[src/rtl/pipe_hazard_ctrl.sv]
// pipe_hazard_ctrl
// Hazard and stall controller for the 5-stage CPU54 pipeline.
// It keeps a shadow scoreboard of in-flight register-file writes (EX/MEM/WB)
// and a mult/div busy counter, and decides each cycle whether the
// instruction sitting in ID may issue.
//
// Ports:
//   clk, rst_n            pipeline clock (rising edge), async active-low reset
//   id_valid              ID holds a real instruction
//   id_rs, id_rt          source register fields of the ID instruction
//   id_rs_used/_rt_used   the ID instruction actually reads rs / rt
//   id_rf_wena            the ID instruction writes the regfile
//   id_rf_waddr           final write address of the ID instruction
//   id_redirect           branch taken / jump resolved in ID
//   id_is_muldiv          ID instruction is mult/multu/div/divu
//   id_md_cycles          execution latency of that mult/div
//   id_uses_hilo          ID instruction touches HI/LO (incl. mult/div)
//   if_pc_sel             IF PC mux: 00 PC+4, 01 ID-resolved PC, 10 hold
//   id_hold               freeze IF/ID register and PC
//   ex_bubble             load a NOP into ID/EX this cycle
//   md_busy               mult/div counter nonzero
//   stall_cnt             stalled cycles since reset (wraps)
module pipe_hazard_ctrl #(
  parameter int MD_CNT_W  = 6,
  parameter bit WB_BYPASS = 1'b1
) (
  input  logic                clk,
  input  logic                rst_n,
  input  logic                id_valid,
  input  logic [4:0]          id_rs,
  input  logic [4:0]          id_rt,
  input  logic                id_rs_used,
  input  logic                id_rt_used,
  input  logic                id_rf_wena,
  input  logic [4:0]          id_rf_waddr,
  input  logic                id_redirect,
  input  logic                id_is_muldiv,
  input  logic [MD_CNT_W-1:0] id_md_cycles,
  input  logic                id_uses_hilo,
  output logic [1:0]          if_pc_sel,
  output logic                id_hold,
  output logic                ex_bubble,
  output logic                md_busy,
  output logic [31:0]         stall_cnt
);

  localparam logic [MD_CNT_W-1:0] MD_ZERO = {MD_CNT_W{1'b0}};
  localparam logic [MD_CNT_W-1:0] MD_ONE  = {{(MD_CNT_W-1){1'b0}}, 1'b1};

  // Scoreboard of pending regfile writes, one slot per downstream stage.
  logic                ex_v_r, mem_v_r, wb_v_r;
  logic [4:0]          ex_a_r, mem_a_r, wb_a_r;
  logic [MD_CNT_W-1:0] md_cnt_r;
  logic [31:0]         stall_cnt_r;

  logic                raw_s;
  logic                md_haz_s;
  logic                stall_s;
  logic                issue_s;
  logic                md_busy_s;

  // True when register r has a write in flight that ID cannot yet see.
  // $0 is never tracked, and WB only counts when the regfile lacks
  // write-before-read.
  function automatic logic reg_match_f(
    input logic [4:0] r,
    input logic       ex_v,
    input logic [4:0] ex_a,
    input logic       mem_v,
    input logic [4:0] mem_a,
    input logic       wb_v,
    input logic [4:0] wb_a
  );
    logic hit;
    hit = (ex_v && (ex_a == r)) || (mem_v && (mem_a == r)) ||
          (!WB_BYPASS && wb_v && (wb_a == r));
    return (r != 5'd0) && hit;
  endfunction

  // Hazard detection and issue decision for the ID instruction.
  always_comb begin
    raw_s     = 1'b0;
    md_haz_s  = 1'b0;
    stall_s   = 1'b0;
    issue_s   = 1'b0;
    md_busy_s = (md_cnt_r != MD_ZERO);
    // The *_used qualifiers come first so an unused operand field never
    // contributes, whatever value it carries.
    raw_s = (id_rs_used && reg_match_f(id_rs, ex_v_r, ex_a_r, mem_v_r, mem_a_r, wb_v_r, wb_a_r)) ||
            (id_rt_used && reg_match_f(id_rt, ex_v_r, ex_a_r, mem_v_r, mem_a_r, wb_v_r, wb_a_r));
    md_haz_s = id_uses_hilo && md_busy_s;
    if (id_valid) begin
      stall_s = raw_s || md_haz_s;
    end else begin
      stall_s = 1'b0;
    end
    issue_s = id_valid && !stall_s;
  end

  // PC mux select: a stall wins over a redirect because the branch
  // operands it was resolved from are not valid yet.
  always_comb begin
    if_pc_sel = 2'b00;
    if (stall_s) begin
      if_pc_sel = 2'b10;
    end else if (id_valid && id_redirect) begin
      if_pc_sel = 2'b01;
    end else begin
      if_pc_sel = 2'b00;
    end
  end

  assign id_hold   = stall_s;
  assign ex_bubble = stall_s || !id_valid;
  assign md_busy   = md_busy_s;
  assign stall_cnt = stall_cnt_r;

  // Scoreboard shift, mult/div occupancy counter and stall counter.
  always_ff @(posedge clk or negedge rst_n) begin
    if (!rst_n) begin
      ex_v_r      <= 1'b0;
      ex_a_r      <= 5'd0;
      mem_v_r     <= 1'b0;
      mem_a_r     <= 5'd0;
      wb_v_r      <= 1'b0;
      wb_a_r      <= 5'd0;
      md_cnt_r    <= MD_ZERO;
      stall_cnt_r <= 32'd0;
    end else begin
      wb_v_r  <= mem_v_r;
      wb_a_r  <= mem_a_r;
      mem_v_r <= ex_v_r;
      mem_a_r <= ex_a_r;
      // A stalled or bubbled slot enters EX as an empty entry.
      ex_v_r  <= issue_s && id_rf_wena && (id_rf_waddr != 5'd0);
      ex_a_r  <= id_rf_waddr;

      if (issue_s && id_is_muldiv) begin
        md_cnt_r <= id_md_cycles;
      end else if (md_cnt_r != MD_ZERO) begin
        md_cnt_r <= md_cnt_r - MD_ONE;
      end else begin
        md_cnt_r <= md_cnt_r;
      end

      if (stall_s) begin
        stall_cnt_r <= stall_cnt_r + 32'd1;
      end else begin
        stall_cnt_r <= stall_cnt_r;
      end
    end
  end

endmodule

[config.mk]
export PLATFORM = sky130hd
export DESIGN_NAME = pipe_hazard_ctrl
export DESIGN_NICKNAME = d
export VERILOG_FILES = /design/src/rtl/pipe_hazard_ctrl.sv
export SDC_FILE = /design/constraint.sdc
export NUM_CORES = 1
export LEC_CHECK = 0
export CAP_MARGIN = 20
export CORE_MARGIN = 8
export CORE_UTILIZATION = 53
export CTS_CLUSTER_DIAMETER = 120
export DETAILED_ROUTE_END_ITERATION = 6
export GPL_TIMING_DRIVEN = 1
export HOLD_SLACK_MARGIN = 0.03
export PLACE_DENSITY = 0.87
export SYNTH_ARGS = -nofsm -noshare
export SYNTH_HDL_FRONTEND = slang
export SYNTH_SLANG_ARGS = --single-unit
[constraint.sdc]
create_clock -name clk -period 6.1 [get_ports clk]
set_input_delay 1.525 -clock clk [delete_from_list [all_inputs] [get_ports clk]]
set_output_delay 1.525 -clock clk [all_outputs]
set_load 0.03 [all_outputs]
# After elaboration in Yosys (flattened, before gate mapping)
# Cells that the tools add are included.
[op_classes]
bitwise_logic = 0
n_shift = 0
add_sub_neg = 2
n_div = 0
order_cmp = 0
reduce_logical = 26
n_eq_ne = 4
n_mul = 0
n_mux = 5
[ops]
columns = ["op", "n"]
rows = [
  ["$add 32x1->32 const B", 1],
  ["$eq 5x5->1", 4],
  ["$reduce_bool 5->1", 3],
  ["$logic_and 1x1->1", 14],
  ["$mux 6", 2],
  ["$reduce_bool 6->1", 1],
  ["$sub 6x1->6 const B", 1],
  ["$logic_or 1x1->1", 5],
  ["$logic_not 1->1", 2],
  ["$mux 1", 2],
  ["$mux 2", 1],
  ["$reduce_bool 2->1", 1],
]
[word_totals]
mem_bits_rw = 0
inputBits = 30
romBits = 0
output_inout_bits = 37
latchBits = 0
mem_count = 0
register_bits = 50

# Logic depth before layout (Yosys ltp)
# Gate-level depths: netlist (run 1).
[depth]
ltp_word = 12
ltp_mapped = 10

# Least setup slack after synthesis (run 1)
# OpenSTA, ideal clock, no wires.
[synth_timing]
path_type = "in2out"
from = "input id_rt[0]"
to = "output if_pc_sel[0]"
arrival_time_ps = 3311
cell_stages = 5
n_path_buf = 0
setup_slack_ps = 1264
t_required_ps = 4575
path_cell_list = "or4_1 o21ai_1 o221ai_4 or2_1 nor2_1"
[synth_between]
elab_chain_len = 9
word_cells_on_any_way = 12
cone_classes = "eq/ne (2); mux (2); reduce/logical (8)"
[synth_lines]
columns = ["element", "line_no", "text"]
rows = [
  ["start: declaration", "31", "input logic [4:0] id_rt,"],
  ["$eq 5x5->1", "75", "hit = (ex_v && (ex_a == r)) || (mem_v && (mem_a == r)) ||"],
  ["$logic_and 1x1->1", "75", ""],
  ["$logic_or 1x1->1", "75", ""],
  ["$logic_and 1x1->1 (*)", "77", "return (r != 5'd0) && hit;"],
  ["$logic_and 1x1->1 (*)", "90", "(id_rt_used && reg_match_f(id_rt, ex_v_r, ex_a_r, mem_v_r, mem_a_r, wb_v_r, wb_a_r));"],
  ["$logic_or 1x1->1 (*)", "89", "raw_s = (id_rs_used && reg_match_f(id_rs, ex_v_r, ex_a_r, mem_v_r, mem_a_r, wb_v_r, wb_a_r)) ||"],
  ["$logic_or 1x1->1 (*)", "93", "stall_s = raw_s || md_haz_s;"],
  ["$mux 1 (*)", "92", "if (id_valid) begin"],
  ["$mux 2 (*)", "104", "if (stall_s) begin"],
  ["end: declaration", "40", "output logic [1:0] if_pc_sel,"],
]
# Every way passes the cells marked *; elsewhere a longest branch is shown, timed or not.

# Final worst setup path (run 1)
# Ends and elaborated chain as after synthesis.

==> results.sh, run 1 <==
export IMPL_status="complete, no violations"
export IMPL_grt_use_met3=0.0444
export IMPL_overflow=0
export IMPL_reg2reg_setup_slack_ns=3.54
export IMPL_regArea_mm2=0.00125
export IMPL_drive_gt1_frac=0.0735
export IMPL_clkTransAtPathRegs_ns=0.09
export IMPL_synth_mux_area_frac=0.0366
export IMPL_synth_nets=279
export IMPL_synth_xor_area_frac=0.180
export IMPL_synth_ff_type="dfrtp_1"
export IMPL_met1_usage=0.201
export IMPL_finalHoldViolations=0
export IMPL_netlist_instances=247
export IMPL_num_io_pins=67
export IMPL_synthTopCellsByArea="dfrtp_1 (48%), xnor2_1 (13%), xor2_1 (5.3%), nand3_1 (4.6%), nand4_1 (4.0%)"
export IMPL_row_count=25
export IMPL_holdPathStages=0
export IMPL_cp_end_kind="primary output"
export IMPL_drt_wl_total_mm=5.99
export IMPL_diodes=0
export IMPL_cts_resized_gates=0
export IMPL_clk_latency_ns=0.30
export IMPL_syn_cell_area_mm2=0.00263
export IMPL_busiest_layer="met2"
export IMPL_yosys_area_share_simple=0.232
export IMPL_drv_slew=0
export IMPL_reg2reg_to="md_cnt_r[1]"
export IMPL_coreArea_mm2=0.00475
export IMPL_critical_path_class="in2out"
export IMPL_maxSlewHeadroom=0.601
export IMPL_cp_max_fo=6
export IMPL_gr_usage_all_layers=0.163
export IMPL_worst_hold_slack_ns=0.407
export IMPL_synth_compound_area_frac=0.0281
export IMPL_die_height_um=86.4
export IMPL_synth_fa_ha_area_frac=0.00951
export IMPL_initial_core_util=0.553
export IMPL_hpwl_mm=4.37
export IMPL_hold_class="reg2reg"
export IMPL_crit_top_cell="clkdlybuf4s50_1"
export IMPL_numCtsBuffers=5
export IMPL_async_flop_share=1.00
export IMPL_setup_viol=0
export IMPL_crit_slowest_cell="clkdlybuf4s50_1"
export IMPL_use_met2=0.268
export IMPL_yosysSeqAreaShare=0.476
export IMPL_critPathTopFamily="buffers and inverters"
export IMPL_synth_top_family_by_area="simple AND/OR/NAND/NOR gates"
export IMPL_tightest_slew_ns=0.599
export IMPL_cts_root_buf="clkbuf_8"
export IMPL_drc=0
export IMPL_cap_viol_max_count=0
export IMPL_postCtsSetupRepairBufs=0
export IMPL_max_stage_delay_ns=0.68
export IMPL_cp_arrival_ns=4.01
export IMPL_gp_congestion=0.871
export IMPL_clock_sinks=50
export IMPL_antenna_found_initial=0
export IMPL_antenna_left=0
export IMPL_firstDrtPassIters=4
export IMPL_fillCellCount=366
export IMPL_dieArea_mm2=0.00747
export IMPL_ys_warn_count=0
export IMPL_netlist_top_cells_count="dfrtp_1 (50), xnor2_1 (38), nand3_1 (24), nand4_1 (17), xor2_1 (16)"
export IMPL_syn2layout_area_growth_pct=31.1
export IMPL_ir_drop_uv=277
export IMPL_hold_buffers=0
export IMPL_synth_edf_count=0
export IMPL_drt_initial_drc_count=111
export IMPL_yosysUniqueCellTypes=37
export IMPL_ys_ff_latch=50
export IMPL_yosysTopAreaCellShare=0.476
export IMPL_finalCritPeriodShare=0.908
export IMPL_synth_largest_area_cell="dfrtp_1"
export IMPL_grt_max_degree=51
export IMPL_via_per_inst=5.38
export IMPL_power_density_mw_per_mm2=271
export IMPL_cts_tree="done"
export IMPL_worst_path_buf_inv=2
export IMPL_htreeDepth=2
export IMPL_grt_pass1_wl_mm=9.63
export IMPL_min_delay_start="ex_v_r"
export IMPL_clk_path_buf_depth=2
export IMPL_multi_input_area_mm2=0.00128
export IMPL_p_leak_nw=1.39
export IMPL_period_needed_ns=5.54
export IMPL_max_freq_mhz=181
export IMPL_cp_required_ns=4.58
export IMPL_crit_chain="clkdlybuf4s50_1 > or4_1 > o21ai_1 > o221ai_4 > or2_1 > nor2_1 > clkdlybuf4s50_1"
export IMPL_ff2ff_path_depth=10
export IMPL_portBuffers=66
export IMPL_worstReg2RegStart="md_cnt_r[0]"
export IMPL_rsz0062_at_grt="false"
export IMPL_routedWlPerCell_um=15.8
export IMPL_min_to="mem_v_r"
export IMPL_vias=2043
export IMPL_grt_pass1_vias=2043
export IMPL_die_w_um=86.4
export IMPL_synth_most_common_cell="dfrtp_1"
export IMPL_startpoint_type="input pin"
export IMPL_nets=344
export IMPL_tns_ns=0
export IMPL_finClkSkew_ns=0.00548
export IMPL_syn_avg_cell_area_um2=10.6
-- logic make-up (layout without fill, tap and decap cells) --
| group | Yosys count | in the layout |
|---|---|---|
| AOI/OAI and AO/OA | 9 | 9 |
| xor gates and xnor gates | 54 | 54 |
| adders and majority gates | 2 | 2 |
| buffers and inverters | 19 | 85 |
| DFF | 50 | 50 |
| muxes | 7 | 7 |
| and+or+nand+nor | 106 | 106 |
-- report_power, final --
part / total (mW) / switching [mW] / internal [mW]
Clock: 0.228 / 0.106 / 0.123
Combinational: 0.279 / 0.134 / 0.146
Sequential: 0.425 / 0.0505 / 0.374
Total: 0.933 / 0.290 / 0.643
-- layout by cell type, fill, tap and decap left out, types with 7 or more instances in the layout --
| master | count |
|---|---|
| nor2_1 | 12 |
| inv_1 | 7 |
| clkdlybuf4s50_1 | 65 |
| and3_1 | 13 |
| nand3_1 | 24 |
| xnor2_1 | 38 |
| nand2_1 | 11 |
| xor2_1 | 16 |
| nand4_1 | 17 |
| dfrtp_1 | 50 |
| nor3_1 | 7 |
-- state kept, by name (all words and copies together) (netlist names) --
signal / flops
md_cnt_r: 6
ex_v_r: 1
mem_a_r: 5
mem_v_r: 1
ex_a_r: 5
stall_cnt: 32
-- per-stage QoR --
| step | cell area, um^2 | power (mW) | cells | worst slack [ns] | util |
|---|---|---|---|---|---|
| after floorplan | 2630 | 0.610 | 247 | 1.26 | - |
| after global placement | 3310 | 0.699 | 371 | 0.604 | 0.697 |
| after detailed placement | 3310 | 0.709 | 371 | 0.554 | 0.697 |
| after CTS | 3420 | 0.939 | 379 | 0.540 | 0.719 |
| after global routing | 3450 | 0.985 | 380 | 0.441 | 0.725 |
| final | 3450 | 0.933 | 380 | 0.560 | 0.725 |
-- how the worst max path moves through the flow --
| stage | cells past startpoint | endpoint | slack [ns] | startpoint |
|---|---|---|---|---|
| 3_5_place_dp | 7 | if_pc_sel[0] | 0.55 | id_rt[0] |
| 5_1_grt | 7 | if_pc_sel[0] | 0.44 | id_rt[0] |
| 4_1_cts | 7 | if_pc_sel[0] | 0.54 | id_rt[0] |
| 6_report | 7 | if_pc_sel[0] | 0.56 | id_rt[0] |
| 2_1_floorplan | 5 | if_pc_sel[0] | 1.26 | id_rt[0] |
| 3_3_place_gp | 7 | if_pc_sel[0] | 0.60 | id_rt[0] |
-- cell type report --
| type | instances | share of cell area |
|---|---|---|
| Tap cell | 67 | 0.0243 |
| Multi-Input combinational cell | 178 | 0.371 |
| Timing Repair Buffer | 69 | 0.203 |
| Sequential cell | 50 | 0.363 |
| Clock buffer | 7 | 0.0221 |
| Inverter | 8 | 0.00871 |
| Clock inverter | 1 | 0.00871 |
-- per-layer routing --
metal	routed length (um)	share of wire	vias to the layer above
met5	0	0	-
met4	106	0.018	0
met3	358	0.060	9
met2	2890	0.48	69
met1	2630	0.44	981
li1	-	-	984
No activity file was read; power rests on OpenSTA's default activity.
==> run 2, diff against run 1 <==
Settings changed: CORE_UTILIZATION 53 to 49, PLACE_DENSITY 0.87 to 0.81.
Clock period 6.1 ns to 6.36 ns, I/O delays scaled along.
==> run 2 against run 1 <==
Against the previous run: worst hold slack better by 0.019 ns; sequential share of layout area about the same; total power shrank 4.6%; sequential cell count stayed put; clock skew increased by 0.0018 ns.
==> results.sh, run 2 (synthesis results as in run 1) <==
export IMPL_status="complete, no violations"
export IMPL_cp_max_fo=10
export IMPL_antenna_left=0
export IMPL_dpl_worst_slack_ns=0.540
export IMPL_gp_congestion=0.846
export IMPL_dieArea_mm2=0.00797
export IMPL_drive_gt1_frac=0.0735
export IMPL_grt_pass1_wl_mm=9.63
export IMPL_fin_util=0.670
export IMPL_drt_initial_drc_count=115
export IMPL_vias=2046
export IMPL_clk_latency_ns=0.29
export IMPL_routedWlPerCell_um=15.4
export IMPL_tightest_slew_ns=0.627
export IMPL_critical_path_class="in2out"
export IMPL_via_per_inst=5.34
export IMPL_row_count=26
export IMPL_numCtsBuffers=5
export IMPL_htreeDepth=2
export IMPL_syn2layout_area_growth_pct=30.9
export IMPL_hpwl_mm=4.42
export IMPL_drt_wl_total_mm=5.89
export IMPL_finClkSkew_ns=0.00727
export IMPL_hold_class="reg2reg"
export IMPL_gr_usage_all_layers=0.154
export IMPL_met2_length_mm=2.85
export IMPL_max_freq_mhz=172
export IMPL_nets=344
export IMPL_max_stage_delay_ns=0.67
export IMPL_grt_max_degree=51
export IMPL_layout_common_cells="clkdlybuf4s50_1 (65), dfrtp_1 (50), xnor2_1 (38)"
export IMPL_initial_core_util=0.512
export IMPL_grt_pass1_vias=2025
export IMPL_coreArea_mm2=0.00514
export IMPL_setup_viol=0
export IMPL_die_w_um=89.3
export IMPL_tns_ns=0
export IMPL_highest_layer="met4"
export IMPL_maxSlewHeadroom=0.578
export IMPL_postLayoutCellArea_mm2=0.00344
export IMPL_cp_required_ns=4.77
export IMPL_clock_sinks=50
export IMPL_cp_arrival_ns=4.21
export IMPL_drc=0
export IMPL_crit_slowest_cell="clkdlybuf4s50_1"
export IMPL_period_needed_ns=5.80
export IMPL_largest_register_ffs=32
export IMPL_cp_end_kind="primary output"
export IMPL_postCtsSetupRepairBufs=0
export IMPL_finalHoldViolations=0
export IMPL_place_area_mm2=0.00332
export IMPL_antenna_found_initial=0
export IMPL_clk_path_buf_depth=2
export IMPL_rsz0062_at_grt="false"
export IMPL_total_power_mw=0.890
export IMPL_hold_buffers=0
export IMPL_cap_viol_max_count=0
export IMPL_die_height_um=89.3
export IMPL_crit_chain="clkdlybuf4s50_1 > or4_1 > o21ai_1 > o221ai_4 > or2_1 > nor2_1 > clkdlybuf4s50_1"
export IMPL_ir_drop_uv=308
export IMPL_cts_root_buf="clkbuf_8"
export IMPL_startpoint_type="input pin"
export IMPL_p_leak_nw=1.39
export IMPL_final_common_cell="clkdlybuf4s50_1"
export IMPL_power_density_mw_per_mm2=259
export IMPL_clkTransAtPathRegs_ns=0.08
export IMPL_crit_top_cell="clkdlybuf4s50_1"
export IMPL_cts_tree="done"
export IMPL_overflow=0
export IMPL_drv_slew=0
export IMPL_diodes=0
export IMPL_wl_met3_um=335
export IMPL_finalCritPeriodShare=0.912
export IMPL_fin_ws_ns=0.563
export IMPL_cts_resized_gates=0
export IMPL_num_io_pins=67
export IMPL_firstDrtPassIters=4
export IMPL_portBuffers=66
export IMPL_m1WireLength_mm=2.63
## run 2: power breakdown
group / total [mW] / leakage (nW) / internal, mW / switching [mW]
Combinational: 0.268 / 0.683 / 0.140 / 0.127
Sequential: 0.407 / 0.652 / 0.359 / 0.0483
Clock: 0.215 / 0.0524 / 0.118 / 0.0974
Total: 0.890 / 1.39 / 0.617 / 0.273
## run 2: worst paths after layout
path | startpoint | to | slack, ns | cells past startpoint
max | id_rs[0] | if_pc_sel[0] | 0.56 | 7
min | ex_v_r | mem_v_r | 0.43 | 0
max reg2reg | md_cnt_r[0] | md_cnt_r[3] | 3.98 | 9
min reg2reg | ex_v_r | mem_v_r | 0.43 | 0
max in group asynchronous | rst_n | mem_a_r[0] | 4.69 | 2
min in group asynchronous | rst_n | md_cnt_r[2] | 1.18 | 1
## run 2: through the flow
| step | instances | hold WS, ns |
|---|---|---|
| floorplan | 247 | 0.366 |
| global placement | 374 | 0.399 |
| detailed placement | 374 | 0.412 |
| CTS | 382 | 0.432 |
| global route | 383 | 0.440 |
| finish | 383 | 0.426 |
## run 2: layer usage
metal,track usage,up-vias
met5,0,-
met1,0.194,988
met3,0.0358,6
met2,0.256,59
li1,-,993
met4,0.0468,0
## run 2: cell type report
type                       count  area [um^2]
multi-input combinational    178         1280
clock inverter                 1         30.0
inverter                       8         30.0
clock buffer                   7         76.3
sequential                    50         1250
fill                         443         1700
timing repair buffer          69          691
tap                           70         87.6
## run 2: critical path: cells and delay by family
kind | cells | cell delay [ns]
AO/OA/AOI/OAI | 2 | 0.52
buffers and inverters | 2 | 1.14
AND/OR/NAND/NOR | 3 | 0.95
